[config.mk]
export PLATFORM = sky130hd
export DESIGN_NAME = bit_serial_adder_flat
export DESIGN_NICKNAME = d
export VERILOG_FILES = /design/src/rtl/bit_serial_adder_if.sv /design/src/rtl/bit_serial_adder.sv /design/src/flat_wrapper.sv
export SDC_FILE = /design/constraint.sdc
export NUM_CORES = 1
export LEC_CHECK = 0
export CORE_MARGIN = 8
export CORE_UTILIZATION = 52
export CTS_CLUSTER_SIZE = 12
export DETAILED_ROUTE_END_ITERATION = 8
export PLACE_DENSITY = 0.78
export SKIP_LAST_GASP = 1
export SLEW_MARGIN = 15
export SYNTH_ARGS = -nofsm -noshare
export SYNTH_HDL_FRONTEND = slang
export SYNTH_SLANG_ARGS = --single-unit
[constraint.sdc]
create_clock -name clk -period 2 [get_ports clk]
set_clock_uncertainty 0.05 [all_clocks]
set_input_delay 0.4 -clock clk [delete_from_list [all_inputs] [get_ports clk]]
set_output_delay 0.4 -clock clk [all_outputs]
set_load 0.01 [all_outputs]
[src/rtl/bit_serial_adder_if.sv]
// Operand/result bundle for bit_serial_adder: request side (start, a, b, cin)
// and completion side (busy, done, sum, cout).
interface bit_serial_adder_if #(
  parameter int unsigned WIDTH = 8
);
  logic             start;
  logic [WIDTH-1:0] a;
  logic [WIDTH-1:0] b;
  logic             cin;
  logic             busy;
  logic             done;
  logic [WIDTH-1:0] sum;
  logic             cout;

  modport master (
    output start, a, b, cin,
    input  busy, done, sum, cout
  );

  modport slave (
    input  start, a, b, cin,
    output busy, done, sum, cout
  );
endinterface

[src/rtl/bit_serial_adder.sv]
// LSB-first bit-serial adder: one full_adder_df cell plus a carry flop,
// producing {cout,sum} = a + b + cin after WIDTH RUN cycles.
module full_adder_df (
  input  logic a,
  input  logic b,
  input  logic ci,
  output logic s,
  output logic co
);
  assign s  = a ^ b ^ ci;
  assign co = (a & b) | (ci & (a ^ b));
endmodule

module bit_serial_adder #(
  parameter int unsigned WIDTH = 8
) (
  input logic               clk,
  input logic               rst_n,
  bit_serial_adder_if.slave bus
);
  localparam int unsigned CW = $clog2(WIDTH) + 1;
  localparam logic [CW-1:0] LAST = CW'(WIDTH - 1);

  typedef enum logic [1:0] {
    IDLE,
    RUN,
    DONE
  } state_t;

  state_t           state_q, state_d;
  logic [WIDTH-1:0] a_sh_q, a_sh_d;
  logic [WIDTH-1:0] b_sh_q, b_sh_d;
  logic [WIDTH-1:0] acc_q, acc_d;
  logic             carry_q, carry_d;
  logic [CW-1:0]    cnt_q, cnt_d;
  logic             busy_q, busy_d;
  logic             done_q, done_d;
  logic [WIDTH-1:0] sum_q, sum_d;
  logic             cout_q, cout_d;

  logic             fa_s;
  logic             fa_co;
  logic [WIDTH-1:0] acc_next;

  full_adder_df u_fa (
    .a  (a_sh_q[0]),
    .b  (b_sh_q[0]),
    .ci (carry_q),
    .s  (fa_s),
    .co (fa_co)
  );

  // New sum bit enters at the MSB so that after WIDTH shifts bit 0 sits at the LSB.
  always_comb begin
    acc_next            = acc_q >> 1;
    acc_next[WIDTH-1]   = fa_s;
  end

  always_comb begin
    state_d = state_q;
    a_sh_d  = a_sh_q;
    b_sh_d  = b_sh_q;
    acc_d   = acc_q;
    carry_d = carry_q;
    cnt_d   = cnt_q;
    busy_d  = busy_q;
    done_d  = 1'b0;
    sum_d   = sum_q;
    cout_d  = cout_q;

    unique case (state_q)
      IDLE: begin
        busy_d = 1'b0;
        if (bus.start) begin
          a_sh_d  = bus.a;
          b_sh_d  = bus.b;
          carry_d = bus.cin;
          acc_d   = '0;
          cnt_d   = '0;
          busy_d  = 1'b1;
          state_d = RUN;
        end
      end
      RUN: begin
        a_sh_d  = a_sh_q >> 1;
        b_sh_d  = b_sh_q >> 1;
        acc_d   = acc_next;
        carry_d = fa_co;
        cnt_d   = cnt_q + 1'b1;
        if (cnt_q == LAST) begin
          sum_d   = acc_next;
          cout_d  = fa_co;
          done_d  = 1'b1;
          state_d = DONE;
        end
      end
      DONE: begin
        busy_d  = 1'b0;
        state_d = IDLE;
      end
      default: begin
        busy_d  = 1'b0;
        state_d = IDLE;
      end
    endcase
  end

  always_ff @(posedge clk or negedge rst_n) begin
    if (!rst_n) begin
      state_q <= IDLE;
      a_sh_q  <= '0;
      b_sh_q  <= '0;
      acc_q   <= '0;
      carry_q <= 1'b0;
      cnt_q   <= '0;
      busy_q  <= 1'b0;
      done_q  <= 1'b0;
      sum_q   <= '0;
      cout_q  <= 1'b0;
    end else begin
      state_q <= state_d;
      a_sh_q  <= a_sh_d;
      b_sh_q  <= b_sh_d;
      acc_q   <= acc_d;
      carry_q <= carry_d;
      cnt_q   <= cnt_d;
      busy_q  <= busy_d;
      done_q  <= done_d;
      sum_q   <= sum_d;
      cout_q  <= cout_d;
    end
  end

  assign bus.busy = busy_q;
  assign bus.done = done_q;
  assign bus.sum  = sum_q;
  assign bus.cout = cout_q;
endmodule
[src/flat_wrapper.sv]
// flat-port wrapper written by rule: the top's interface ports become plain ports
module bit_serial_adder_flat 
#(
  parameter int unsigned WIDTH = 8
)
  (clk, rst_n, bus_start, bus_a, bus_b, bus_cin, bus_busy, bus_done, bus_sum, bus_cout);
  bit_serial_adder_if #(.WIDTH(WIDTH)) bus_i ();
  input logic clk;
  input logic rst_n;
  input wire logic [$bits(bus_i.start)-1:0] bus_start;
  input wire logic [$bits(bus_i.a)-1:0] bus_a;
  input wire logic [$bits(bus_i.b)-1:0] bus_b;
  input wire logic [$bits(bus_i.cin)-1:0] bus_cin;
  output wire logic [$bits(bus_i.busy)-1:0] bus_busy;
  output wire logic [$bits(bus_i.done)-1:0] bus_done;
  output wire logic [$bits(bus_i.sum)-1:0] bus_sum;
  output wire logic [$bits(bus_i.cout)-1:0] bus_cout;
  assign bus_i.start = bus_start;
  assign bus_i.a = bus_a;
  assign bus_i.b = bus_b;
  assign bus_i.cin = bus_cin;
  assign bus_busy = bus_i.busy;
  assign bus_done = bus_i.done;
  assign bus_sum = bus_i.sum;
  assign bus_cout = bus_i.cout;
  bit_serial_adder #(.WIDTH(WIDTH)) u_core (.clk(clk), .rst_n(rst_n), .bus(bus_i));
endmodule
==> results of run 1 <==
-- power groups by stage --
stage          clock network [mW]  registers [mW]  logic, mW
2_1_floorplan                   0            1.42      0.790
3_3_place_gp                    0            1.41       1.27
3_5_place_dp                    0            1.43       1.31
4_1_cts                     0.697            1.41       1.32
5_1_grt                     0.724            1.46       1.46
6_report                    0.685            1.42       1.31
-- stage by stage --
step / hold WS (ns) / setup slack, ns
after floorplan: 0.0544 / 0.473
after global placement: 0.306 / 0.260
after detailed placement: 0.315 / 0.199
after CTS: 0.443 / 0.228
after global routing: 0.461 / 0.124
final: 0.449 / 0.243
-- layout make-up --
type | count | area, um^2 | share of cell area
multi-input combinational | 108 | 733 | 0.318
tap | 46 | 57.6 | 0.0250
sequential | 41 | 1030 | 0.445
timing repair buffer | 41 | 380 | 0.165
clock buffer | 5 | 37.5 | 0.0163
clock inverter | 3 | 68.8 | 0.0299
-- synth_stat cells, drive strengths merged, types with 2 or more instances --
| cell type | instances |
|---|---|
| nand3 | 3 |
| o21ai | 18 |
| nor3 | 2 |
| clkbuf | 5 |
| a21oi | 18 |
| nor2b | 18 |
| nand2 | 6 |
| a22oi | 15 |
| nor2 | 2 |
| a22o | 9 |
| mux2 | 9 |
| dfrtp | 41 |
| buf | 5 |
| nand2b | 2 |
-- metal layers --
layer  wire length, um  vias to the layer above
met5                 0                        -
li1                  -                      650
met3               235                        7
met1              1660                      718
met4                70                        0
met2              2050                       43
-- worst max-delay path by stage --
stage,from,end,cells after the start,slack [ns]
global route,u_core.cnt_q[0],u_core.bus.sum[3],4,0.12
CTS,u_core.bus.sum[3],bus_sum[3],1,0.23
finish,u_core.cnt_q[0],u_core.bus.sum[3],4,0.24
global placement,bus_start,u_core.a_sh_q[0],5,0.26
detailed placement,bus_start,u_core.a_sh_q[2],5,0.20
floorplan,u_core.cnt_q[0],u_core.bus.cout,4,0.47
-- worst max-delay path, delay by kind of cell, from the launching register on --
kind / cells / cell delay [ns]
flops: 1 / 0.42
fa+ha+maj: 1 / 0.22
mux: 1 / 0.41
simple gates: 2 / 0.55
-- flip-flops by register name, summed over array words and instances (netlist names) --
signal and flops:
u_core.cnt_q 4, u_core.state_q 2, u_core.bus.sum 8, u_core.b_sh_q 8, u_core.bus.busy 1, u_core.carry_q 1
u_core.a_sh_q 8, u_core.bus.done 1, u_core.acc_q 7, u_core.bus.cout 1
-- cells by family (layout without fill, tap and decap cells) --
group	count (synthesis)	after routing	share of synthesized area
AO/OA/AOI/OAI	61	61	0.210
adder cells (fa/ha/maj)	2	2	0.0180
buffers and inverters	10	49	0.0263
flip-flops	41	41	0.568
multiplexers	10	10	0.0616
AND/OR/NAND/NOR	35	35	0.116
==> flow_metrics.env, run 1 <==
export IMPL_synthCells=159
export IMPL_syn_cell_area_um2=1810
export IMPL_setup_violations_final=0
export IMPL_viasPerCell=5.81
export IMPL_drt_wl_total_mm=4.02
export IMPL_fin_setup_tns_ns=0
export IMPL_drv_slew=0
export IMPL_final_common_cell="dfrtp_1"
export IMPL_cts_path_max_buffers=2
export IMPL_cts_buffers=5
export IMPL_placed_area_um2=2190
export IMPL_avgSynthCellArea_um2=11.4
export IMPL_n_fill_cell=256
export IMPL_rrSetupSlack_ns=0.24
export IMPL_gp_congestion=0.779
export IMPL_regToRegEndpoint="u_core.bus.sum[3]"
export IMPL_max_slew_margin=0.667
export IMPL_routedWlPerCell_um=16.5
export IMPL_hpwl_mm=2.84
export IMPL_htree_levels=2
export IMPL_clock_sinks=41
export IMPL_max_freq_mhz=569
export IMPL_final_area_um2=2300
export IMPL_start_util=0.541
export IMPL_placed_cells=235
export IMPL_criticalPathCategory="flop to flop"
export IMPL_crit_fanout=10
export IMPL_finalHoldViolCount=0
export IMPL_ys_flop_type="dfrtp_1"
export IMPL_synth_top_area_cell="dfrtp_1"
export IMPL_dr_pass1_iters=4
export IMPL_dieWidth_um=74.9
export IMPL_cts_hold_buffers=1
export IMPL_rsz0062_at_grt="no"
export IMPL_grt_use_total=0.159
export IMPL_fin_crit_sh=0.879
export IMPL_yosysSeqAreaShare=0.568
export IMPL_ios=31
export IMPL_swShare=0.342
export IMPL_post_route_util=0.690
export IMPL_fp_dieH_um=74.9
export IMPL_power_switching_mw=1.17
export IMPL_slowest_stage="nor3_4"
export IMPL_tightest_slew_ns=0.497
export IMPL_yosysTopAreaCellShare=0.568
export IMPL_p_clk_frac=0.201
export IMPL_hp_class="input pin to async pin"
export IMPL_drtAntennaViolNets=0
export IMPL_yosysWarnings=0
export IMPL_path_cells="ha_1, nand2_2, nor3_4, mux2_2"
export IMPL_cts_root_buffer="clkbuf_4"
export IMPL_path_clk_slew_ns=0.13
export IMPL_ir_worst_vdd_mv=0.792
export IMPL_use_met1=0.185
export IMPL_antenna_found_initial=0
export IMPL_fp_dieArea_um2=5620
export IMPL_port_buffer_count=30
export IMPL_critPathArrivalTime_ns=1.96
export IMPL_cp_slowest_stage_delay_ns=0.45
export IMPL_grt_pass1_wl_mm=6.80
export IMPL_post_cts_resized=0
export IMPL_r2r_cells=4
export IMPL_period_minus_slack_ns=1.76
export IMPL_nets=219
export IMPL_powerDensity_nw_per_um2=1480
export IMPL_grt_remaining_overflow=0
export IMPL_drcViolationCount=0
export IMPL_clkLatencyLatePin_ns=0.36
export IMPL_core_area_um2=3340
export IMPL_vias=1418
export IMPL_synthDistinctLibCells=26
export IMPL_syn_nets=181
export IMPL_postCtsSetupBuffers=0
export IMPL_grt_pass1_vias=1434
export IMPL_diodes=0
export IMPL_total_power_mw=3.41
export IMPL_maxCapViolations=0
export IMPL_synthTopCellsByArea="dfrtp_1 57%, a22oi_1 6.2%, nor2b_1 6.2%"
export IMPL_crit_path_end_kind="flop"
export IMPL_final_cell_mix="41 x dfrtp_1, 29 x clkdlybuf4s50_1, 18 x nor2b_1, 18 x a21oi_1, 17 x o21ai_0"
export IMPL_cp_required_ns=2.20
export IMPL_synth_edf_count=0
export IMPL_grt_busiest_layer="met2"
export IMPL_drive_above_1_share=0.157
export IMPL_status="finished, final reports clean"
export IMPL_async_flop_share=1.00
export IMPL_power_frac_seq=0.416
export IMPL_drtIter0Drc=92
export IMPL_reg2reg_from="u_core.cnt_q[0]"
export IMPL_grt_max_degree=25
export IMPL_p_int_mw=2.24
export IMPL_ys_seq_elements=41
export IMPL_critPathLaunchType="flop"
export IMPL_leakage_nw=0.997
export IMPL_stdcell_count=244
export IMPL_tritoncts="yes"
export IMPL_grtUsageMet2=0.268
export IMPL_syn_to_final_growth_pct=27.5
export IMPL_p_comb_frac=0.383
export IMPL_rows=21
export IMPL_grtUsageMet3=0.0479
Note: power is estimated with default switching activity, not from simulation.
==> run 2, diff against run 1 <==
--- a/config.mk
+++ b/config.mk
@@ -9,7 +9,7 @@
 export CORE_UTILIZATION = 52
 export CTS_CLUSTER_SIZE = 12
 export DETAILED_ROUTE_END_ITERATION = 8
-export PLACE_DENSITY = 0.78
+export PLACE_DENSITY = 0.86
 export SKIP_LAST_GASP = 1
 export SLEW_MARGIN = 15
 export SYNTH_ARGS = -nofsm -noshare
==> run 2 against run 1 <==
  * Power fell by 0.52%
  * Clock power fell by 1%
  * Die area did not move
  * First-iteration DRC count rose by 23%
  * Global-route usage fell by 0.27 points
  * Hold slack got worse by 0.44 ns
  * Non-clock buffer count fell by 2
  * Sequential share of layout area rose by 0.34 points
==> flow_metrics.env, run 2 (same netlist as run 1, synthesis figures left out) <==
export IMPL_gp_congestion=0.775
export IMPL_max_slew_margin=0.332
export IMPL_period_minus_slack_ns=1.74
export IMPL_nets=217
export IMPL_crit_fanout=15
export IMPL_dieWidth_um=74.9
export IMPL_diodes=0
export IMPL_grt_pass1_vias=1442
export IMPL_vias=1389
export IMPL_cts_path_max_buffers=2
export IMPL_r2r_cells=4
export IMPL_maxCapViolations=0
export IMPL_ir_worst_vdd_mv=0.745
export IMPL_criticalPathCategory="flop to flop"
export IMPL_drtAntennaViolNets=0
export IMPL_fin_crit_sh=0.870
export IMPL_fin_setup_tns_ns=0
export IMPL_antenna_found_initial=0
export IMPL_cts_root_buffer="clkbuf_4"
export IMPL_final_cell_mix="41 x dfrtp_1, 29 x clkdlybuf4s50_1, 18 x nor2b_1, 18 x a21oi_1, 17 x o21ai_0"
export IMPL_cp_required_ns=2.24
export IMPL_syn_to_final_growth_pct=26.5
export IMPL_post_cts_resized=0
export IMPL_start_util=0.541
export IMPL_viasPerCell=5.74
export IMPL_fp_dieH_um=74.9
export IMPL_cts_buffers=5
export IMPL_powerDensity_nw_per_um2=1480
export IMPL_clkLatencyLatePin_ns=0.36
export IMPL_p_comb_frac=0.382
export IMPL_cp_startpoint="u_core.state_q[1]"
export IMPL_clock_sinks=41
export IMPL_dr_pass1_iters=4
export IMPL_grt_remaining_overflow=0
export IMPL_multi_input_area_um2=733
export IMPL_total_power_mw=3.39
export IMPL_drive_above_1_share=0.153
export IMPL_grt_use_total=0.157
export IMPL_cts_hold_buffers=0
export IMPL_critPathArrivalTime_ns=1.98
export IMPL_regToRegEndpoint="u_core.carry_q"
export IMPL_rsz0062_at_grt="no"
export IMPL_hp_class="input pin to async pin"
export IMPL_port_buffer_count=30
export IMPL_drtIter0Drc=113
export IMPL_crit_end="u_core.carry_q"
export IMPL_setup_violations_final=0
export IMPL_n_fill_cell=251
export IMPL_crit_path_end_kind="flop"
export IMPL_regArea_um2=1030
export IMPL_finalHoldViolCount=0
export IMPL_tritoncts="yes"
export IMPL_status="finished, final reports clean"
export IMPL_drv_slew=0
export IMPL_p_int_mw=2.23
export IMPL_final_common_cell="dfrtp_1"
export IMPL_htree_levels=2
export IMPL_routedWlPerCell_um=16.0
export IMPL_p_clk_frac=0.200
export IMPL_leakage_nw=0.988
export IMPL_tightest_slew_ns=1.00
export IMPL_drcViolationCount=0
export IMPL_core_area_um2=3340
export IMPL_postCtsSetupBuffers=0
export IMPL_hpwl_mm=2.71
export IMPL_swShare=0.343
export IMPL_reg2reg_from="u_core.state_q[1]"
export IMPL_power_switching_mw=1.16
export IMPL_critPathLaunchType="flop"
export IMPL_fp_dieArea_um2=5620
export IMPL_rrSetupSlack_ns=0.26
export IMPL_ios=31
export IMPL_power_frac_seq=0.418
export IMPL_grt_pass1_wl_mm=6.60
export IMPL_rows=21
export IMPL_grt_max_degree=42
export IMPL_path_clk_slew_ns=0.13
export IMPL_max_freq_mhz=575
export IMPL_drt_wl_total_mm=3.87
[run 2: cell count changes in the layout (fill, tap and decap cells not counted), sizes merged]
cell	previous run	this run
buf	11	10
dlygate4sd3	1	0
[run 2: cell type report]
class,instances,share of cell area
Clock buffer,5,0.0164
Clock inverter,3,0.0301
Multi-Input combinational cell,108,0.321
Sequential cell,41,0.449
Tap cell,46,0.0252
Timing Repair Buffer,39,0.159
[run 2: power groups by stage]
stage	Combinational, mW	Sequential (mW)	Clock, mW
2_1_floorplan	0.790	1.42	0
3_3_place_gp	1.24	1.40	0
3_5_place_dp	1.30	1.43	0
4_1_cts	1.31	1.41	0.684
5_1_grt	1.43	1.46	0.724
6_report	1.29	1.42	0.678
[run 2: worst min-delay path by stage]
stage / startpoint / endpoint / cells past startpoint / slack, ns
after floorplan: rst_n / u_core.a_sh_q[0] / 0 / 0.05
after global placement: u_core.b_sh_q[1] / u_core.b_sh_q[1] / 2 / 0.42
after detailed placement: u_core.b_sh_q[1] / u_core.b_sh_q[1] / 2 / 0.42
after CTS: rst_n / u_core.a_sh_q[6] / 2 / 0.03
after global routing: rst_n / u_core.cnt_q[0] / 2 / 0.05
final: rst_n / u_core.a_sh_q[6] / 2 / 0.009
[run 2: critical path, cell delays in order (launching register included)]
cell and delay, ns:
dfrtp_1 0.40, nor2b_1 0.78, buf_4 0.30, a22oi_1 0.07, o21ai_0 0.08
[run 2: metrics by stage]
step | instance area (um^2) | hold WS [ns] | utilization | instances | worst slack (ns)
final | 2290 | 0.00883 | 0.685 | 242 | 0.260
after global routing | 2290 | 0.0472 | 0.685 | 242 | 0.115
after CTS | 2290 | 0.0288 | 0.685 | 242 | 0.244
after detailed placement | 2180 | 0.421 | 0.653 | 234 | 0.274
after global placement | 2180 | 0.422 | 0.653 | 234 | 0.311
after floorplan | 1810 | 0.0544 | - | 159 | 0.473
[run 2: layer usage]
layer,vias up,share of wire,GRT usage
met5,-,0,0
met4,0,0.026,0.102
met3,10,0.058,0.0479
met2,38,0.50,0.254
met1,695,0.41,0.173
li1,646,-,-
==> run 3, diff against run 2 <==
--- a/config.mk
+++ b/config.mk
@@ -9,7 +9,8 @@
 export CORE_UTILIZATION = 52
 export CTS_CLUSTER_SIZE = 12
 export DETAILED_ROUTE_END_ITERATION = 8
-export PLACE_DENSITY = 0.86
+export DONT_BUFFER_PORTS = 1
+export PLACE_DENSITY = 0.74
 export SKIP_LAST_GASP = 1
 export SLEW_MARGIN = 15
 export SYNTH_ARGS = -nofsm -noshare
==> constraint.sdc (replaced) <==
create_clock -name clk -period 2 [get_ports clk]
set_clock_uncertainty 0.05 [all_clocks]
set_input_delay 0.3 -clock clk [delete_from_list [all_inputs] [get_ports clk]]
set_output_delay 0.3 -clock clk [all_outputs]
set_load 0.01 [all_outputs]
==> run 3 against run 2 <==
  * Wire length decreased by 3.9%
  * Via count is 11% lower
  * Final area down 13%
  * Critical endpoint is now u_core.bus.sum[0]
==> flow_metrics.env, run 3 (same netlist as run 1, synthesis figures left out) <==
export IMPL_status="finished, final reports clean"
export IMPL_r2r_cells=4
export IMPL_antenna_found_initial=0
export IMPL_grt_remaining_overflow=0
export IMPL_max_slew_margin=0.390
export IMPL_post_cts_resized=0
export IMPL_rsz0062_at_grt="no"
export IMPL_clkLatencyLatePin_ns=0.35
export IMPL_setup_violations_final=0
export IMPL_start_util=0.541
export IMPL_grt_use_total=0.144
export IMPL_reg2reg_from="u_core.cnt_q[0]"
export IMPL_critPathArrivalTime_ns=1.92
export IMPL_powerDensity_nw_per_um2=1580
export IMPL_cts_path_max_buffers=2
export IMPL_fin_crit_sh=0.860
export IMPL_cts_root_buffer="clkbuf_4"
export IMPL_fin_setup_tns_ns=0
export IMPL_fp_dieH_um=74.9
export IMPL_tightest_slew_ns=0.912
export IMPL_hp_class="input pin to flop"
export IMPL_cp_required_ns=2.20
export IMPL_ios=31
export IMPL_vias=1237
export IMPL_core_area_um2=3340
export IMPL_clock_sinks=41
export IMPL_drive_above_1_share=0.159
export IMPL_period_minus_slack_ns=1.72
export IMPL_cp_startpoint="u_core.cnt_q[0]"
export IMPL_gp_congestion=0.762
export IMPL_regToRegEndpoint="u_core.bus.sum[0]"
export IMPL_maxCapViolations=0
export IMPL_grt_pass1_wl_mm=6.06
export IMPL_viasPerCell=5.89
export IMPL_critPathLaunchType="flop"
export IMPL_port_buffer_count=0
export IMPL_ir_worst_vdd_mv=0.740
export IMPL_crit_fanout=10
export IMPL_finalHoldViolCount=0
export IMPL_cts_buffers=5
export IMPL_tritoncts="yes"
export IMPL_drv_slew=0
export IMPL_hpwl_mm=2.45
export IMPL_criticalPathCategory="flop to flop"
export IMPL_drtIter0Drc=125
export IMPL_crit_end="u_core.bus.sum[0]"
export IMPL_total_power_mw=3.15
export IMPL_grt_max_degree=42
export IMPL_final_common_cell="dfrtp_1"
export IMPL_final_cell_mix="41 x dfrtp_1, 18 x nor2b_1, 18 x a21oi_1, 17 x o21ai_0, 15 x a22oi_1"
export IMPL_max_freq_mhz=582
export IMPL_dieWidth_um=74.9
export IMPL_syn_to_final_growth_pct=10.2
export IMPL_path_clk_slew_ns=0.13
export IMPL_fp_dieArea_um2=5620
export IMPL_leakage_nw=0.868
export IMPL_drtAntennaViolNets=0
export IMPL_rows=21
export IMPL_drt_wl_total_mm=3.72
export IMPL_dr_pass1_iters=5
export IMPL_crit_path_end_kind="flop"
export IMPL_nets=185
export IMPL_grt_pass1_vias=1276
export IMPL_htree_levels=2
export IMPL_drcViolationCount=0
export IMPL_rrSetupSlack_ns=0.28
export IMPL_routedWlPerCell_um=17.7
export IMPL_diodes=0
-- run 3: cell count changes in the layout (fill, tap and decap cells not counted) --
cell             change
buf_12               +1
buf_2                -1
buf_4                -4
clkdlybuf4s50_1     -29
dlygate4sd3_1        +1
-- run 3: per-layer routing --
layer | up-vias | track usage | part of all wire
li1 | 585 | - | -
met1 | 615 | 0.171 | 0.44
met2 | 33 | 0.231 | 0.48
met3 | 4 | 0.0439 | 0.070
met4 | 0 | 0.0652 | 0.011
met5 | - | 0 | 0
-- run 3: worst min-delay path by stage --
stage / end / depth (start not counted) / from
6_report: u_core.a_sh_q[7] / 2 / bus_a[7]
5_1_grt: u_core.a_sh_q[7] / 2 / bus_a[7]
4_1_cts: u_core.a_sh_q[7] / 2 / bus_a[7]
3_5_place_dp: u_core.a_sh_q[7] / 0 / rst_n
3_3_place_gp: u_core.a_sh_q[7] / 0 / rst_n
2_1_floorplan: u_core.a_sh_q[0] / 0 / rst_n
-- run 3: power breakdown --
| part | internal [mW] | switching, mW | total, mW |
|---|---|---|---|
| logic | 0.481 | 0.516 | 0.997 |
| clock network | 0.393 | 0.285 | 0.679 |
| registers | 1.16 | 0.311 | 1.48 |
| total | 2.04 | 1.11 | 3.15 |
-- run 3: worst max-delay path: stages, from the launching register on --
cell	delay, ns
dfrtp_1	0.41
ha_1	0.22
nand2_2	0.10
nor3_4	0.44
mux2_2	0.39
-- run 3: what timing repair did --
| item | 4_1_cts | 5_1_grt |
|---|---|---|
| hold endpoints to repair | 41 | 0 |
| setup endpoints to repair | 0 | 0 |
| setup buffers | 0 | 0 |
| hold buffers | 2 | 0 |
-- run 3: stage by stage --
stage | utilization | std cells | instance area, um^2 | hold WS (ns) | worst slack, ns
final | 0.597 | 210 | 1990 | 0.0796 | 0.281
after global routing | 0.597 | 210 | 1990 | 0.0693 | 0.146
after CTS | 0.597 | 210 | 1990 | 0.0678 | 0.276
after detailed placement | 0.556 | 200 | 1850 | -0.0442 | 0.308
after global placement | 0.556 | 200 | 1850 | -0.0443 | 0.334
after floorplan | - | 159 | 1810 | -0.0456 | 0.473
-- run 3: layout make-up --
cell class,instances,area [um^2]
clock buffer,5,37.5
clock inverter,3,68.8
fill,277,1350
multi-input combinational,108,733
sequential,41,1030
tap,46,57.6
timing repair buffer,7,67.6
